[src/rtl/ram_loader_ctrl.sv]
// Program loader for the 16-byte RAM. It accepts bytes over a valid/ready handshake.
// Each byte is pushed onto the shared bus in three steps: address into MAR, data into
// MAR, then a RAM write strobe. The CPU control block is held idle while the loader
// owns the bus, and is released once the program has been loaded.
module ram_loader_ctrl #(
    parameter int ADDR_W = 4,
    parameter int DATA_W = 8
) (
    input  logic              clk,
    input  logic              rst,
    input  logic              start,
    input  logic [DATA_W-1:0] byte_in,
    input  logic              byte_valid,
    input  logic              byte_last,
    output logic              byte_ready,
    output logic [DATA_W-1:0] bus_out,
    output logic              bus_drive,
    output logic              n_lma,
    output logic              n_lmd,
    output logic              n_we,
    output logic              cpu_hold,
    output logic              done,
    output logic [ADDR_W:0]   count
);

    typedef enum logic [2:0] {
        S_IDLE,
        S_WAIT_BYTE,
        S_DRV_ADDR,
        S_DRV_DATA,
        S_WRITE,
        S_DONE
    } state_t;

    localparam logic [ADDR_W-1:0] ADDR_MAX = '1;

    state_t            state_q, state_d;
    logic [ADDR_W-1:0] addr_q,  addr_d;
    logic [ADDR_W:0]   count_q, count_d;
    logic [DATA_W-1:0] byte_q,  byte_d;
    logic              last_q,  last_d;

    // State, address and count registers; the latched byte is plain data and is not reset
    always_ff @(posedge clk) begin
        if (rst) begin
            state_q <= S_IDLE;
            addr_q  <= '0;
            count_q <= '0;
            last_q  <= 1'b0;
        end else begin
            state_q <= state_d;
            addr_q  <= addr_d;
            count_q <= count_d;
            last_q  <= last_d;
        end
        byte_q <= byte_d;
    end

    // Next-state logic: one byte takes WAIT_BYTE -> DRV_ADDR -> DRV_DATA -> WRITE
    always_comb begin
        state_d = state_q;
        addr_d  = addr_q;
        count_d = count_q;
        byte_d  = byte_q;
        last_d  = last_q;
        case (state_q)
            S_IDLE, S_DONE: begin
                if (start) begin
                    state_d = S_WAIT_BYTE;
                    addr_d  = '0;
                    count_d = '0;
                end
            end
            S_WAIT_BYTE: begin
                // byte_ready is high throughout this state, so valid alone completes the handshake
                if (byte_valid) begin
                    byte_d  = byte_in;
                    last_d  = byte_last;
                    state_d = S_DRV_ADDR;
                end
            end
            S_DRV_ADDR: state_d = S_DRV_DATA;
            S_DRV_DATA: state_d = S_WRITE;
            S_WRITE: begin
                count_d = count_q + 1'b1;
                // The top address always ends the load, so addr never wraps to 0
                if (last_q || (addr_q == ADDR_MAX)) begin
                    state_d = S_DONE;
                end else begin
                    addr_d  = addr_q + 1'b1;
                    state_d = S_WAIT_BYTE;
                end
            end
            default: state_d = S_IDLE;
        endcase
    end

    // Outputs are decoded from the state register only, so no input reaches them combinationally
    always_comb begin
        byte_ready = 1'b0;
        bus_out    = '0;
        bus_drive  = 1'b0;
        n_lma      = 1'b1;
        n_lmd      = 1'b1;
        n_we       = 1'b1;
        cpu_hold   = 1'b1;
        done       = 1'b0;
        case (state_q)
            S_WAIT_BYTE: byte_ready = 1'b1;
            S_DRV_ADDR: begin
                bus_drive = 1'b1;
                bus_out   = DATA_W'(addr_q);
                n_lma     = 1'b0;
            end
            S_DRV_DATA: begin
                bus_drive = 1'b1;
                bus_out   = byte_q;
                n_lmd     = 1'b0;
            end
            S_WRITE: n_we = 1'b0;
            S_DONE: begin
                done     = 1'b1;
                cpu_hold = 1'b0;
            end
            default: ;
        endcase
    end

    assign count = count_q;

endmodule

[config.mk]
export PLATFORM = sky130hd
export DESIGN_NAME = ram_loader_ctrl
export DESIGN_NICKNAME = d
export VERILOG_FILES = /design/src/rtl/ram_loader_ctrl.sv
export SDC_FILE = /design/constraint.sdc
export NUM_CORES = 1
export LEC_CHECK = 0
export ABC_AREA = 1
export BUFFER_PORTS_ARGS = -buffer_cell sky130_fd_sc_hd__buf_4
export CAP_MARGIN = 30
export CORE_AREA = 8 8 61 63
export DETAILED_ROUTE_END_ITERATION = 6
export DIE_AREA = 0 0 69 71
export GPL_TIMING_DRIVEN = 0
export SYNTH_ARGS = -nofsm -noshare
export SYNTH_HDL_FRONTEND = slang
export SYNTH_SLANG_ARGS = --single-unit
[constraint.sdc]
create_clock -name clk -period 1.9 [get_ports clk]
set_clock_uncertainty 0.1 [all_clocks]
set_input_delay 0 -clock clk [delete_from_list [all_inputs] [get_ports clk]]
set_output_delay 0 -clock clk [all_outputs]
set_load 0.03 [all_outputs]
==> impl_results.md, run 1 <==
- Via/cell ratio: around 4.7
- Syn Nets: between 150 and 200
- Peak supply drop: around 0.00041 V
- Synth Instances: ~140
- Proportion of layout cells with a drive suffix above 1: 26.1%
- Flops & latches, synth: 21
- RSZ-0062 raised after global routing: false
- Post-CTS setup buffers: 0
- Synth unique cells: 19
- Detailed Route Iter0 Violations: 23
- Diode count: 0
- # H-tree levels: 1
- Critical path startpoint category: flop
- Synth Cell Area: around 1100 um2
- Fin nets: around 200
- Clock Latency Late Sink: 0.30 ns
- Yosys top cell by area: dfxtp_1
- Total negative slack: 0 ns
- Int Pwr: ~0.69 mW
- Yosys top cell area share: between 20% and 30%
- Initial antenna violation count: 0
- Most frequent cells in the layout: 35 x nand2_1, 31 x buf_4, 22 x inv_1
- CP max FO: 5
- Initial Util: between 30% and 40%
- TritonCTS buffer count: 3
- Number of max-cap violations: 0
- CTS tree: built
- IO buf count: 31
- Worst-Margin Slew: around 0.46 ns
- Status: finished, final reports clean
- Gr ovfl total: 0
- Seq pwr share: between 50 and 60%
- Core area: 2850 um2
- Gate power share: around 28%
- Root Buffer: clkbuf_4
- Post-route cell area: roughly 1500 um2
- Post-DP HPWL: 2110 um
- Final Hold Viols: 0
- P per Cell Area: 704 nW/um2
- Hold Path Class: primary input to flop
- IO Count: 33
- DIE WIDTH: slightly below 70 um
- Crit Path Class: flop to flop
- Synth warn: 0
- Clock power share: 20.6%
- WP data required: ~2 ns
- DRT antenna net count: 0
- Pre-antenna DRT Iters: 4
- Final RePlAce weighted congestion: a little under 0.8
- Slew HR: between 60% and 70%
- Fin. max-slew vios: 0
- Vias in the first global route: roughly 1.1k
- Die area: between 4000 and 5000 um2
- Switching power total: between 0.3 and 0.4 mW
- Per-cell routed wire length: 12.1 um
- Layout area overhead: 39.6%
- Register area share after synthesis: between 40% and 50%
- Largest net degree at the start of global routing: 13
- First-pass GRT wire length: about 4600 um
- Final cycle utilization of the critical path: between 80% and 90%
- Syn Area/Cell: ~7.4 um2
- Crit. End Element: flop
- Worst-path clk slew: between 0.1 and 0.15 ns
- # setup viols final: 0
- Post-DP Area: about 1300 um2
- Via count: approximately 1.0k
- Ranking of synthesized cells by area: dfxtp_1 25%, edfxtp_1 23%, nand2_1 12%
- FP Rows: 20
- Sink Count: 21
- Critical Path AT: ~1.8 ns
- GRT Total Usage: 11.1%
- FMAX: a little under 600 MHz
- Static Leakage: ~0.65 nW
- Fill count: between 200 and 300
- Min Clock Period, post-route: about 1.7 ns
- DRC: 0
- Die span in y: a little over 70 um
- Most common cell after layout, fill and taps aside: nand2_1
- CTS max path bufs: 2
- WL final: ~2700 um
- Switching Fraction: 33.3%
state kept, by name, summed over array words and instances (netlist names):
| name | count |
|---|---|
| byte_q | 8 |
| count | 5 |
| addr_q | 4 |
| state_q | 3 |
| last_q | 1 |
cell usage after synthesis (all sizes together):
master / instances
a21oi: 11
clkbuf: 1
dfxtp: 13
edfxtp: 8
ha: 2
inv: 25
nand2: 40
nand3: 10
nor2: 22
nor3: 1
o211ai: 1
o21ai: 8
routing by layer:
layer	routed length, um	share of wire (%)	vias up	track usage [%]
li1	-	-	536	-
met1	1200	45	462	12.9
met2	1260	47	30	18.8
met3	171	6.4	5	3.50
met4	30	1.1	0	4.10
met5	0	0	-	0
per-stage QoR:
stage	utilization, %	power [mW]	hold WS [ns]	worst slack, ns	cells
3_3_place_gp	46.5	0.802	0.0798	0.143	206
6_report	51.5	1.03	0.0277	0.209	221
3_5_place_dp	46.5	0.812	0.0810	0.0952	206
5_1_grt	51.5	1.10	0.0462	0.0107	221
2_1_floorplan	-	0.723	-0.00113	0.0773	142
4_1_cts	51.4	1.06	0.0119	0.0615	221
critical path, stage by stage, from the launching register on:
cell and delay (ns):
dfxtp_1 0.46, nand2_2 0.12, nor2_2 0.14, inv_2 0.06, nor3_1 0.11, dlygate4sd3_1 0.56, nor2_1 0.04
power groups by stage:
| stage | clock (mW) | combinational, mW | sequential, mW |
|---|---|---|---|
| after CTS | 0.233 | 0.296 | 0.529 |
| after global routing | 0.241 | 0.328 | 0.533 |
| final | 0.214 | 0.293 | 0.528 |
| after floorplan | 0 | 0.188 | 0.536 |
| after detailed placement | 0 | 0.274 | 0.539 |
| after global placement | 0 | 0.265 | 0.538 |
cell type report:
| type | count | area [um2] | area share, % |
|---|---|---|---|
| Buffer | 1 | 3.75 | 0.256 |
| Clock buffer | 3 | 22.5 | 1.53 |
| Clock inverter | 1 | 5.00 | 0.341 |
| Inverter | 25 | 93.8 | 6.39 |
| Multi-Input combinational cell | 95 | 459 | 31.3 |
| Sequential cell | 21 | 500 | 34.1 |
| Tap cell | 33 | 41.3 | 2.81 |
| Timing Repair Buffer | 42 | 343 | 23.3 |
kinds of logic (layout without fill, tap and decap cells):
kind of cell               Yosys count  count (layout)  synth area share (%)
buffers and inverters               26              72                  9.27
adders and majority gates            2               2                  2.38
AOI/OAI and AO/OA                   20              20                  10.1
DFF                                 21              21                  47.6
and+or+nand+nor                     73              73                  30.7
final timing paths:
kind / from / slack (ns) / endpoint / cells after the start
worst max-delay path: state_q[0] / 0.21 / last_q / 6
worst min-delay path: start / 0.03 / state_q[1] / 5
worst min register to register: count[4] / 0.39 / count[4] / 2
worst max register to register: state_q[0] / 0.21 / last_q / 6
timing repair:
action / CTS / global route
hold buffers: 11 / 0
setup endpoints to repair: 1 / 8
hold endpoints to repair: 16 / 0
gates resized for setup: 1 / 1
No activity file was read; power rests on OpenSTA's default activity.
==> run 2: changes to the inputs <==
==> constraint.sdc (replaced) <==
create_clock -name clk -period 2.05 [get_ports clk]
set_clock_uncertainty 0.1 [all_clocks]
set_input_delay 0 -clock clk [delete_from_list [all_inputs] [get_ports clk]]
set_output_delay 0 -clock clk [all_outputs]
set_load 0.03 [all_outputs]
==> run 2 against run 1 <==
Against the previous run: critical endpoint is now byte_q[7]; largest power group unchanged; final area down 0.17%; routed wire length hardly changed; die area stayed put.
==> impl_results.md, run 2 (synthesized netlist as in run 1, its figures left out) <==
- Critical Path AT: 1.65 ns
- Hold_sp: start
- FMAX: about 550 MHz
- DIE WIDTH: between 60 and 70 um
- TritonCTS buffer count: 3
- Pre-antenna DRT Iters: 4
- Fin. max-slew vios: 0
- Post-route cell area: around 1500 um2
- RSZ-0062 raised after global routing: false
- WP data required: 1.89 ns
- Critical path startpoint category: flop
- CP max stage cell: nor2_1
- CP max FO: 9
- Die span in y: roughly 71 um
- Worst-Margin Slew: 0.738 ns
- First-pass GRT wire length: ~4600 um
- Initial Util: a little under two fifths
- Critical path's top delay family: simple AND/OR/NAND/NOR gates
- Post-CTS setup buffers: 0
- Initial antenna violation count: 0
- # setup viols final: 0
- Per-cell routed wire length: between 10 and 15 um
- Pre-CTS setup slack: 0.245 ns
- Worst-path clk slew: ~0.11 ns
- Final Hold Viols: 0
- Final worst setup slack: 0.248 ns
- Crit Path Class: flop to flop
- DRT antenna net count: 0
- Total negative slack: 0 ns
- Most common cell after layout, fill and taps aside: nand2_1
- Status: finished, final reports clean
- Crit. End Element: flop
- Crit path from: state_q[0]
- CTS tree: built
- Clock Latency Late Sink: ~0.3 ns
- Layout area overhead: 39.4%
- Worst reg2reg startpoint: state_q[0]
- Root Buffer: clkbuf_4
- Peak supply drop: ~0.00038 V
- Static Leakage: 0.652 nW
- Gr ovfl total: 0
- Max FFs per register: 8
- Via count: 1,031
- Post-DP Area: roughly 1300 um2
- GRT Total Usage: 11.1%
- Via/cell ratio: ~4.7
- P per Cell Area: around 650 nW/um2
- Sequence of cells on the critical path: nand2_2, nor2_2, inv_2, nor2_1
- Largest stage delay, worst path: 0.56 ns
- Largest Register: byte_q
- IO Count: 33
- Most frequent cells in the layout: 35 x nand2_1, 31 x buf_4, 22 x inv_1
- Fin nets: between 200 and 250
- FP Rows: 20
- Diode count: 0
- Hold Path Class: primary input to flop
- # H-tree levels: 1
- Die area: 4900 um2
- Final cycle utilization of the critical path: 87.9%
- IO buf count: 31
- Buf/Inv on CP: 1
- Slew HR: approximately half
- Detailed Route Iter0 Violations: 23
- Post-DP HPWL: between 2000 and 2500 um
- Min Clock Period, post-route: approximately 1.8 ns
- Core area: between 2000 and 3000 um2
- Number of max-cap violations: 0
- Largest net degree at the start of global routing: 13
- Proportion of layout cells with a drive suffix above 1: 25.5%
- Total power: about 0.96 mW
- DRC: 0
- CTS max path bufs: 2
- Vias in the first global route: between 1k and 1.5k
- Fin util: approximately half
- WL final: 2670 um
- Final RePlAce weighted congestion: approximately 0.78
- Sink Count: 21
-- run 2: where the power goes --
part	internal, mW	leakage [nW]	switching (mW)
Combinational	0.0989	0.456	0.171
Clock	0.0728	0.0177	0.125
Sequential	0.467	0.179	0.0225
Total	0.639	0.652	0.318
-- run 2: area by class of cell --
cell class / count / area [um2]
fill: 288 / 1390
sequential: 21 / 500
multi-input combinational: 95 / 457
timing repair buffer: 42 / 343
inverter: 25 / 93.8
tap: 33 / 41.3
clock buffer: 3 / 22.5
clock inverter: 1 / 5.00
buffer: 1 / 3.75
-- run 2: per-stage QoR --
stage	cells	hold slack (ns)
after global routing	221	0.0462
final	221	0.0277
after CTS	221	0.0119
after global placement	206	0.0798
after detailed placement	206	0.0810
after floorplan	142	-0.00113
-- run 2: timing repair --
item                                    4_1_cts  5_1_grt
resized for setup                             0        1
endpoints found under the hold margin        16        0
endpoints found under the setup margin        0        3
hold buffers                                 11        0
-- run 2: worst register-to-register path: stages (launching register included) --
cell and delay (ns):
dfxtp_1 0.46, nand2_2 0.12, nor2_2 0.14, inv_2 0.05
nor2_1 0.56
-- run 2: worst paths after layout --
path | to | slack, ns | cells past startpoint
min reg2reg | count[4] | 0.39 | 2
max | byte_q[7] | 0.25 | 4
max reg2reg | byte_q[7] | 0.25 | 4
min | state_q[1] | 0.03 | 5
-- run 2: layer usage --
metal / routed length [um] / vias up / GRT usage [%]
li1: - / 536 / -
met3: 171 / 5 / 3.50
met4: 30 / 0 / 4.10
met2: 1260 / 30 / 18.8
met1: 1200 / 460 / 12.9
met5: 0 / - / 0
==> run 3: changes to the inputs <==
--- a/config.mk
+++ b/config.mk
@@ -5,13 +5,15 @@
 export SDC_FILE = /design/constraint.sdc
 export NUM_CORES = 1
 export LEC_CHECK = 0
-export ABC_AREA = 1
 export BUFFER_PORTS_ARGS = -buffer_cell sky130_fd_sc_hd__buf_4
 export CAP_MARGIN = 30
-export CORE_AREA = 8 8 61 63
+export CELL_PAD_IN_SITES_DETAIL_PLACEMENT = 2
+export CELL_PAD_IN_SITES_GLOBAL_PLACEMENT = 2
+export CORE_AREA = 8 8 68 70
 export DETAILED_ROUTE_END_ITERATION = 6
-export DIE_AREA = 0 0 69 71
+export DIE_AREA = 0 0 76 78
 export GPL_TIMING_DRIVEN = 0
+export PLACE_DENSITY_LB_ADDON = 0.1
 export SYNTH_ARGS = -nofsm -noshare
 export SYNTH_HDL_FRONTEND = slang
 export SYNTH_SLANG_ARGS = --single-unit
==> run 3 against run 2 <==
Against the previous run: clock power up 7%; sequential share of layout area down 2.1 points; sequential power down 7.6%; combinational power down 39%; final area up 6.7%; largest power group unchanged; core utilization down 7.4 points; synthesized cell count down 25%.
==> impl_results.md, run 3 <==
- Status: finished, final reports clean
- Capture point of the worst reg-to-reg path: addr_q[2]
- Synth Instances: approximately 110
- Peak supply drop: about 0.00020 V
- Static Leakage: roughly 0.62 nW
- Met3 WL: 137 um
- Fill count: about 380
- P per Cell Area: between 500 and 600 nW/um2
- DRC: 0
- WP depth: 5
- CP max stage cell: clkbuf_1
- RSZ-0062 raised after global routing: false
- CTS tree: built
- Worst-Margin Slew: between 0.4 and 0.5 ns
- Per-cell routed wire length: between 15 and 20 um
- Min Clock Period, post-route: 1.76 ns
- Root Buffer: clkbuf_4
- Detailed Route Iter0 Violations: between 40 and 50
- WHS: about 0.30 ns
- Asr flop ratio synth: 0%
- Core area: roughly 3600 um2
- Diode count: 0
- Die span in y: roughly 80 um
- Footprint of the multi-input gates: around 530 um2
- Layout area overhead: 40.1%
- Post-DP HPWL: between 2000 and 3000 um
- Synth Cell Area: between 1000 and 1500 um2
- Hold Path Class: primary input to flop
- WP data required: between 1.5 and 2 ns
- Vias in the first global route: 1,107
- Buf/Inv on CP: 3
- Final cycle utilization of the critical path: a little under nine tenths
- Fin. max-slew vios: 0
- Crit Path Class: flop to output port
- Count leader, synth: dfxtp_1
- FMAX: roughly 570 MHz
- Via count: 1,030
- Sink Count: 21
- Total negative slack: 0 ns
- Fin nets: 171
- Largest stage delay, worst path: roughly 0.38 ns
- Final Hold Viols: 0
- Post-DP Area: between 1000 and 1500 um2
- Ranking of synthesized cells by area: dfxtp_1 23%, edfxtp_1 22%, mux2i_1 4.5%
- Largest net degree at the start of global routing: 13
- Syn Area/Cell: around 10 um2
- Hold EP: byte_q[3]
- Sequence of cells on the critical path: buf_6, clkbuf_1, mux2i_1, nor2_1, buf_4
- Critical Path AT: 1.66 ns
- Number of max-cap violations: 0
- Register area share after synthesis: between 40% and 50%
- DIE WIDTH: ~76 um
- CTS resizes: 0
- Top FF cell, synth: dfxtp_1
- Top layer used by detailed routing: met4
- # setup viols final: 0
- Register Area: approximately 500 um2
- Pre-antenna DRT Iters: 4
- CP max FO: 10
- Wl on met1: 1470 um
- Via/cell ratio: a little over 5
- DR WL met2: about 1800 um
- Synth unique cells: 37
- Most frequent cells after synthesis: 13 x dfxtp_1, 8 x edfxtp_1, 8 x nand2_1, 8 x nor2_1
- FF-to-FF setup slack: ~0.42 ns
- CTS max path bufs: 2
- Post-route cell area: 1560 um2
- WL final: 3490 um
- Proportion of layout cells with a drive suffix above 1: roughly a third
- Critical path startpoint category: flop
- DRT antenna net count: 0
- Worst Hold Depth: 2
- IO Count: 33
- Largest Register: byte_q
- Number of synthesized flops with an enable pin: 8
- Clock Latency Late Sink: around 0.32 ns
- Synth warn: 0
- Die area: 5930 um2
- Yosys top cell by area: dfxtp_1
- Initial Util: a little under a third
- Worst-path clk slew: roughly 0.13 ns
- TritonCTS buffer count: 3
- Most common cell after layout, fill and taps aside: buf_4
- Flops & latches, synth: 21
- IO buf count: 32
- Most frequent cells in the layout: 32 x buf_4, 13 x dfxtp_1, 12 x dlygate4sd3_1
- # H-tree levels: 1
- Crit. End Element: output port
- Critical path's top delay family: buffers and inverters
- First-pass GRT wire length: around 5700 um
- Cells on worst reg2reg path: 4
- Yosys top cell area share: 23.3%
- Worst reg2reg startpoint: addr_q[0]
- Gr ovfl total: 0
- Syn Nets: around 120
- Hold_sp: byte_in[3]
- Final RePlAce weighted congestion: between 0.6 and 0.7
- FP Rows: 22
- Initial antenna violation count: 0
- Slew HR: 67.1%
- GRT Total Usage: 11.7%
- Max FFs per register: 8
## run 3: cell count changes in the layout (fill, tap and decap cells not counted), moves of 4 or more
cell | previous run | this run
nand3_1 | 10 | 3
o21ai_0 | 7 | 1
and3_1 | 0 | 4
buf_6 | 0 | 4
a21oi_1 | 10 | 6
mux2i_1 | 0 | 5
nand2_2 | 4 | 0
nand2_1 | 35 | 8
inv_1 | 22 | 6
nand2b_1 | 0 | 4
nor2_1 | 18 | 8
## run 3: final cells by class
| cell class | instances | area share, % |
|---|---|---|
| clock inverters | 1 | 0.320 |
| plain buffers | 6 | 3.92 |
| clock buffers | 3 | 1.44 |
| inverters | 6 | 1.44 |
| flip-flops and latches | 21 | 32.0 |
| well taps | 48 | 3.84 |
| multi-input cells | 74 | 34.0 |
| repair buffers | 44 | 23.0 |
## run 3: metal layers
metal | GRT usage [%] | up-vias
met5 | 0 | -
met4 | 3.53 | 0
met3 | 2.53 | 5
met2 | 22.4 | 25
met1 | 12.6 | 508
li1 | - | 492
## run 3: what timing repair did
item	4_1_cts	5_1_grt
endpoints found under the hold margin	14	0
buffers inserted	0	0
hold buffers	12	0
## run 3: power breakdown
group          switching (mW)  internal [mW]  total [mW]  leakage [nW]
sequential            0.00614          0.447       0.453         0.178
clock                   0.138         0.0730       0.211        0.0177
combinational          0.0869         0.0770       0.164         0.427
total                   0.231          0.597       0.828         0.623
## run 3: worst max path at each step
| stage | startpoint | endpoint | slack (ns) |
|---|---|---|---|
| floorplan | addr_q[0] | addr_q[2] | 0.62 |
| global placement | addr_q[0] | addr_q[2] | 0.50 |
| detailed placement | addr_q[0] | addr_q[2] | 0.44 |
| CTS | state_q[0] | bus_out[2] | 0.25 |
| global route | state_q[0] | bus_out[2] | 0.12 |
| finish | state_q[0] | bus_out[2] | 0.29 |
## run 3: logic make-up (layout without fill, tap and decap cells)
| kind of cell | count (synthesis) | after routing | synth area share, % |
|---|---|---|---|
| flops | 21 | 21 | 44.8 |
| compound gates | 25 | 25 | 17.6 |
| simple gates | 42 | 42 | 23.3 |
| fa+ha+maj | 2 | 2 | 2.24 |
| mux | 5 | 5 | 4.48 |
| buf+inv | 12 | 60 | 7.51 |
## run 3: worst reg2reg max path, stage by stage, from the launching register on
cell	delay (ns)
dfxtp_1	0.46
ha_1	0.28
or4bb_1	0.49
nand2_1	0.11
a211oi_2	0.07
## run 3: metrics by stage
step	cells	worst slack [ns]	util (%)	power, mW
floorplan	107	0.617	-	0.552
global placement	187	0.499	39.9	0.602
detailed placement	187	0.438	39.9	0.610
CTS	203	0.245	44.0	0.839
global route	203	0.123	44.0	0.871
finish	203	0.293	44.0	0.828
